**config.mk**
```make
export PLATFORM = sky130hd
export DESIGN_NAME = sync_fifo
export DESIGN_NICKNAME = d
export VERILOG_FILES = /design/src/rtl/sync_fifo_pkg.sv /design/src/rtl/sync_fifo_ram.sv /design/src/rtl/sync_fifo.sv
export SDC_FILE = /design/constraint.sdc
export NUM_CORES = 1
export LEC_CHECK = 0
export CORE_UTILIZATION = 35
export DETAILED_ROUTE_END_ITERATION = 10
export PLACE_DENSITY = 0.51
export REMOVE_ABC_BUFFERS = 1
export SLEW_MARGIN = 20
export SYNTH_ARGS = -nofsm -noshare
export SYNTH_HDL_FRONTEND = slang
export SYNTH_HIERARCHICAL = 1
export SYNTH_SLANG_ARGS = --single-unit
```
**constraint.sdc**
```tcl
create_clock -name clk -period 2.3 [get_ports clk]
set_input_delay 0.345 -clock clk [delete_from_list [all_inputs] [get_ports clk]]
set_output_delay 0.345 -clock clk [all_outputs]
set_load 0.1 [all_outputs]
```
**src/rtl/sync_fifo_pkg.sv**
```systemverilog
// Shared defaults and pointer-width helper for the sync_fifo block.
// Optional error flags are enabled with the SYNC_FIFO_ERR_FLAGS_EN macro (see sync_fifo.sv).
package sync_fifo_pkg;

    localparam int DEFAULT_DATA_WIDTH = 8;
    localparam int DEFAULT_DEPTH      = 8;

    // Pointer carries one extra wrap bit above the address bits.
    function automatic int ptr_width(input int depth);
        return $clog2(depth) + 1;
    endfunction

endpackage

```
**src/rtl/sync_fifo_ram.sv**
```systemverilog
// DEPTH x DATA_WIDTH single-clock storage: synchronous write port and a
// registered read port whose output register clears on reset and holds when idle.
module sync_fifo_ram
    import sync_fifo_pkg::*;
#(
    parameter int DATA_WIDTH = DEFAULT_DATA_WIDTH,
    parameter int DEPTH      = DEFAULT_DEPTH,
    parameter int ADDR_WIDTH = $clog2(DEPTH)
) (
    input  logic                  clk,
    input  logic                  reset,
    input  logic                  we_i,
    input  logic [ADDR_WIDTH-1:0] waddr_i,
    input  logic [DATA_WIDTH-1:0] wdata_i,
    input  logic                  re_i,
    input  logic [ADDR_WIDTH-1:0] raddr_i,
    output logic [DATA_WIDTH-1:0] rdata_o
);

    logic [DATA_WIDTH-1:0] mem_q [DEPTH];
    logic [DATA_WIDTH-1:0] rdata_q;

    // Storage is deliberately left uninitialised by reset.
    always_ff @(posedge clk) begin
        if (we_i) begin
            mem_q[waddr_i] <= wdata_i;
        end
    end

    always_ff @(posedge clk) begin
        if (!reset) begin
            rdata_q <= '0;
        end else if (re_i) begin
            rdata_q <= mem_q[raddr_i];
        end
    end

    assign rdata_o = rdata_q;

endmodule

```
**src/rtl/sync_fifo.sv**
```systemverilog
// Single-clock FIFO with wrap-bit pointers and registered read data.
// Define SYNC_FIFO_ERR_FLAGS_EN to add sticky overflow/underflow outputs.
module sync_fifo
    import sync_fifo_pkg::*;
#(
    parameter int DATA_WIDTH = DEFAULT_DATA_WIDTH,
    parameter int DEPTH      = DEFAULT_DEPTH,
    parameter int ADDR_WIDTH = $clog2(DEPTH)
) (
    input  logic                  clk,
    input  logic                  reset,
    input  logic                  wr_en,
    input  logic [DATA_WIDTH-1:0] data_in,
    output logic                  full,
    input  logic                  rd_en,
    output logic [DATA_WIDTH-1:0] data_out,
    output logic                  empty
`ifdef SYNC_FIFO_ERR_FLAGS_EN
    ,
    output logic                  overflow,
    output logic                  underflow
`endif
);

    localparam int PTR_W = ptr_width(DEPTH);

    logic [PTR_W-1:0] wptr_q, wptr_d;
    logic [PTR_W-1:0] rptr_q, rptr_d;
    logic             wr_acc;
    logic             rd_acc;

    // Both requests are qualified by the flags as they stood before the edge.
    assign empty  = (wptr_q == rptr_q);
    assign full   = (wptr_q[PTR_W-2:0] == rptr_q[PTR_W-2:0]) &&
                    (wptr_q[PTR_W-1] != rptr_q[PTR_W-1]);
    assign wr_acc = wr_en && !full;
    assign rd_acc = rd_en && !empty;

    always_comb begin
        wptr_d = wptr_q;
        rptr_d = rptr_q;
        if (wr_acc) begin
            wptr_d = wptr_q + PTR_W'(1);
        end
        if (rd_acc) begin
            rptr_d = rptr_q + PTR_W'(1);
        end
    end

    always_ff @(posedge clk) begin
        if (!reset) begin
            wptr_q <= '0;
            rptr_q <= '0;
        end else begin
            wptr_q <= wptr_d;
            rptr_q <= rptr_d;
        end
    end

    sync_fifo_ram #(
        .DATA_WIDTH (DATA_WIDTH),
        .DEPTH      (DEPTH),
        .ADDR_WIDTH (ADDR_WIDTH)
    ) u_ram (
        .clk     (clk),
        .reset   (reset),
        .we_i    (wr_acc),
        .waddr_i (wptr_q[ADDR_WIDTH-1:0]),
        .wdata_i (data_in),
        .re_i    (rd_acc),
        .raddr_i (rptr_q[ADDR_WIDTH-1:0]),
        .rdata_o (data_out)
    );

`ifdef SYNC_FIFO_ERR_FLAGS_EN
    logic ovf_q, ovf_d;
    logic unf_q, unf_d;

    always_comb begin
        ovf_d = ovf_q | (wr_en & full);
        unf_d = unf_q | (rd_en & empty);
    end

    always_ff @(posedge clk) begin
        if (!reset) begin
            ovf_q <= 1'b0;
            unf_q <= 1'b0;
        end else begin
            ovf_q <= ovf_d;
            unf_q <= unf_d;
        end
    end

    assign overflow  = ovf_q;
    assign underflow = unf_q;
`endif

endmodule

```
* Yosys cells after proc, flatten, opt, wreduce, memory -nomap -nowiden
Memory sizes are Yosys's and may differ from the RTL's. A register that Yosys moved wholly into a read port is not among the register bits. Index checks and enable logic that the tools add are counted.
Word-level totals: output and inout port bits 10, word-level logic and storage cells 16, memories kept 1, bits in registers 8, bits in writable memories 64
Memories:
- u_ram.mem_q | words 8, bits a word 8, rd ports 1, clocked after memory_dff 1, write ports 1, line sync_fifo_ram.sv:20 | logic [DATA_WIDTH-1:0] mem_q [DEPTH];
Cells by class: muxes and demuxes 2, equal/unequal tests 3, reduce and logical (&&, ||, !) cells 6, $add $sub $neg 2
Operators with widths (number):
- 4-bit by 1-bit adder with 4-bit output (second input constant) | 2
- 4-bit equality test | 1
- 3-bit equality test | 1
- 1-bit logical AND | 3
- 1-bit zero test | 3
- 1-bit 2-to-1 mux | 2
- 1-bit != test | 1

* Depth between registers and ports, before layout
depth after elaboration 6, gate-level depth with buffers 7, depth with buffers taken out 4

* Cells and area by module
The synthesis kept the hierarchy.
Modules (own cells, without submodules):
- sync_fifo_ram | cells each 160, sequential area each 2082.0 um2, area an instance 2788.9 um2, times used 1
- sync_fifo | cells each 65, sequential area each 160.2 um2, area an instance 568.0 um2, times used 1

* Worst setup path after synthesis
No wires, ideal clock.
path type flip-flop to output port, from reg wptr_q[0], to out empty, setup slack -0.176 ns, arrival 2.131 ns, cell stages (with the launch flop) 4, data required time 1.955 ns, path through dfxtp_1 -> xnor2_1 -> nand3_1 -> nor2_1
On the way: cells in the longest elaborated chain, start to end 1
Ends and longest elaborated chain:
- start: declaration | line sync_fifo.sv:27 | logic [PTR_W-1:0] wptr_q, wptr_d;
- start signal: assignment | line sync_fifo.sv:55 | wptr_q <= wptr_d;
- 4-bit equality test | line sync_fifo.sv:33 | assign empty = (wptr_q == rptr_q);
- end: declaration | line sync_fifo.sv:17 | output logic empty
No other way between the ends.

* Worst setup path in the final report
from reg wptr_q[1], to out empty
Same word-level chain as after synthesis.

==> flow_summary.toml <==
[outcome]
run_status = "completed"

[clocking]
cts.reportedPaths.clkPinSlew_ps = 90
cts-buffers-inserted = 9
htreeDepth = 3
clock_tree_from_tritoncts = "yes"
clock_tree.root_cell = "clkbuf_8"
cts_repair_resize_count = 0
clock_latency_reported_for_the_late_side_of_the_worst_skew_pair_ps = 350
setup_buffers_after_cts = 0
cts.hold.buffers_added = 0
numClockSinks = 80
clk_path_buf_depth = 2

[drt]
maxUsedRoutingLayer = "met4"
dr_wl_met3_um = 191
route.antenna.remaining_nets = 0
via_count = 1958
met2_length_mm = 3.28
detail_route.vias_per_cell = 4.93
wl_met1_mm = 3.25
detail_route.wirelength_mm = 6.83
drt_first_iter_violations = 81
drc = 0
avgRoutedWirePerCell_um = 17.2
firstDrtPassIters = 4

[logic_synthesis]
yosys.cell_count.top_type = "edfxtp_1"
synth-edff-count = 64
synth-async-reset-ratio = 0
synth_seq_area_share = 0.668
synth_top_flop_cell = "edfxtp_1"
post-synth-top-area-fraction = 0.572
synthesis.area_um2 = 3360
synth_cell_type_count = 36
postSynthRegisterBits = 80
yosysTopAreaCell = "edfxtp_1"
synth_cell_count_leaders = "edfxtp_1 (64), mux2i_1 (22), mux2_2 (18), dfxtp_1 (16), nand2_1 (14)"
yosys_warnings = 6
synthTopCellsByArea = "edfxtp_1 (57%), dfxtp_1 (9.5%), mux2i_1 (6.6%)"
syn-instance-count = 225
syn_avg_cell_area_um2 = 14.9

[worst_hold_path]
hold-path-cell-count = 2
worstHoldStart = "u_ram/rdata_o[4]"
hold_path_end = "u_ram/rdata_o[4]"
hold_path_class = "flop to flop"

[grt]
grt_overflow = 0
grt_pass1_vias = 1915
grt_antenna_before_repair = 0
grt_use_total = 0.151
largest_net_degree_at_the_start_of_global_routing = 22
grt_pass1_wl_mm = 10.8

[timing]
rsz0062_at_grt = "false"
slew_headroom = 0.500
setup_viol = 0
worstMarginPinSlew_ps = 750
final_hold_viol_count = 0
worst_slack_ps = 162
skew_ps = 9.32
layout_min_cycle_time_ps = 2140
timing_max_transition_violations_final = 0
fin_crit_sh = 0.930
maxClockFrequency_mhz = 468

[critical_path]
reg2regPathDepth = 5
ff2ff_setup_slack_ps = 300
worst_path_largest_cell_delay_ps = 420
path_class = "flop to primary output"
worst_r2r_endpoint = "u_ram/mem_q[0][0]"
crit_path_top_delay_cell = "dfxtp_1"
crit-reg2reg-launch = "rptr_q[0]"
required_ps = 1960
worst_ep_arrival_time_ps = 1790
cp_cell_sequence = "xnor2_1, nand3_1, nor2_1, buf_12"
critPathMaxFanout = 10
startpoint_type = "flop"
endpoint_kind = "primary output"

[floorplan]
std_cell_rows = 35
fp.dieArea_um2 = 9990
coreArea_um2 = 9280
floorplan.io_pins = 22
die_w_um = 99.9
start_util = 0.362
floorplan.die.height_um = 99.9

[layout]
antenna-diode-count = 0
finish.net_count = 277
layout-drive-gt1-share = 0.246
synthToLayoutAreaGrowth_pct = 19.2
post_layout_nonfiller_instances = 397
finish.utilization = 0.431

[pwr]
power.static_leakage_nw = 1.37
power-per-cell-area_nw_per_um2 = 898
irDropWorstVdd_uv = 334

[placement]
hpwlAfterDp_mm = 4.48
port-buffer-count = 21
pre_cts_slack_ps = 269
placed_cells_incl_taps = 381
gp_congestion = 0.729

[run]
maxCapViolations = 0
-- critical path, delay by kind of cell, from the launching register on --
family | cells | cell delay, ps
xor+xnor | 1 | 420
simple gates | 2 | 400
flops | 1 | 420
buf+inv | 1 | 200
-- metrics by stage --
stage	TNS [ps]	hold WS, ps	cell area [µm²]	power [mW]
floorplan	-30310	444	3260	2.23
global placement	0	514	3760	2.46
detailed placement	0	517	3760	2.46
CTS	0	537	3990	3.63
global route	0	560	4000	3.74
finish	0	534	4000	3.59
-- kinds of logic (layout without fill, tap and decap cells) --
group / after synthesis / count (layout) / share of synthesized area
AOI/OAI and AO/OA: 38 / 38 / 0.0809
xor gates and xnor gates: 8 / 8 / 0.0209
adders and majority gates: 2 / 2 / 0.00745
buffers and inverters: 11 / 54 / 0.0276
DFF: 80 / 80 / 0.668
muxes: 40 / 40 / 0.126
and+or+nand+nor: 46 / 46 / 0.0693
-- power breakdown --
group	internal [mW]	switching [mW]	total, mW
clock network	0.624	0.542	1.17
logic	0.256	0.490	0.746
registers	1.63	0.0541	1.68
total	2.51	1.09	3.59
-- layout by cell type, fill, tap and decap left out, types with 2 or more instances in the layout --
cell | netlist | layout
a21oi_1 | 7 | 7
buf_4 | 0 | 25
buf_12 | 2 | 2
dfxtp_1 | 16 | 14
nand3_1 | 2 | 2
clkdlybuf4s50_1 | 0 | 11
xnor2_1 | 4 | 3
clkinvlp_4 | 0 | 2
o41a_1 | 2 | 2
clkbuf_8 | 0 | 9
mux2i_1 | 22 | 22
ha_1 | 2 | 2
nand2b_1 | 9 | 9
edfxtp_1 | 64 | 64
dfxtp_2 | 0 | 2
nand2_1 | 14 | 14
a41oi_1 | 2 | 2
o22ai_1 | 7 | 7
nand4_1 | 3 | 3
mux2_2 | 18 | 18
xor2_1 | 4 | 4
a221o_1 | 7 | 7
bufinv_16 | 0 | 2
o21ai_0 | 8 | 8
nor2_1 | 9 | 9
nor3_1 | 2 | 2
-- worst max path at each step --
stage	from	end	slack, ps	cells after the start
detailed placement	wptr_q[0]	u_ram/mem_q[0][0]	270	5
floorplan	rptr_q[0]	empty	-1010	3
finish	wptr_q[1]	empty	160	4
global placement	rptr_q[0]	u_ram/mem_q[0][0]	300	5
CTS	wptr_q[0]	empty	110	4
global route	wptr_q[1]	empty	10	4
-- area by class of cell --
type / instances / area (µm²)
sequential: 80 / 2240
timing repair buffer: 38 / 338
tap: 129 / 161
fill: 882 / 5280
multi-input combinational: 134 / 1030
clock buffer: 9 / 124
clock inverter: 7 / 104
-- sequential cells by signal, indices dropped and copies added (netlist names) --
signal / cells
rptr_q: 4
u_ram/rdata_o: 8
wptr_q: 4
u_ram/mem_q: 64
-- per-layer routing --
layer,GRT usage,vias up
li1,-,948
met1,0.204,969
met2,0.236,32
met3,0.0306,9
met4,0.0645,0
met5,0,-
Note: power is estimated with default switching activity, not from simulation.
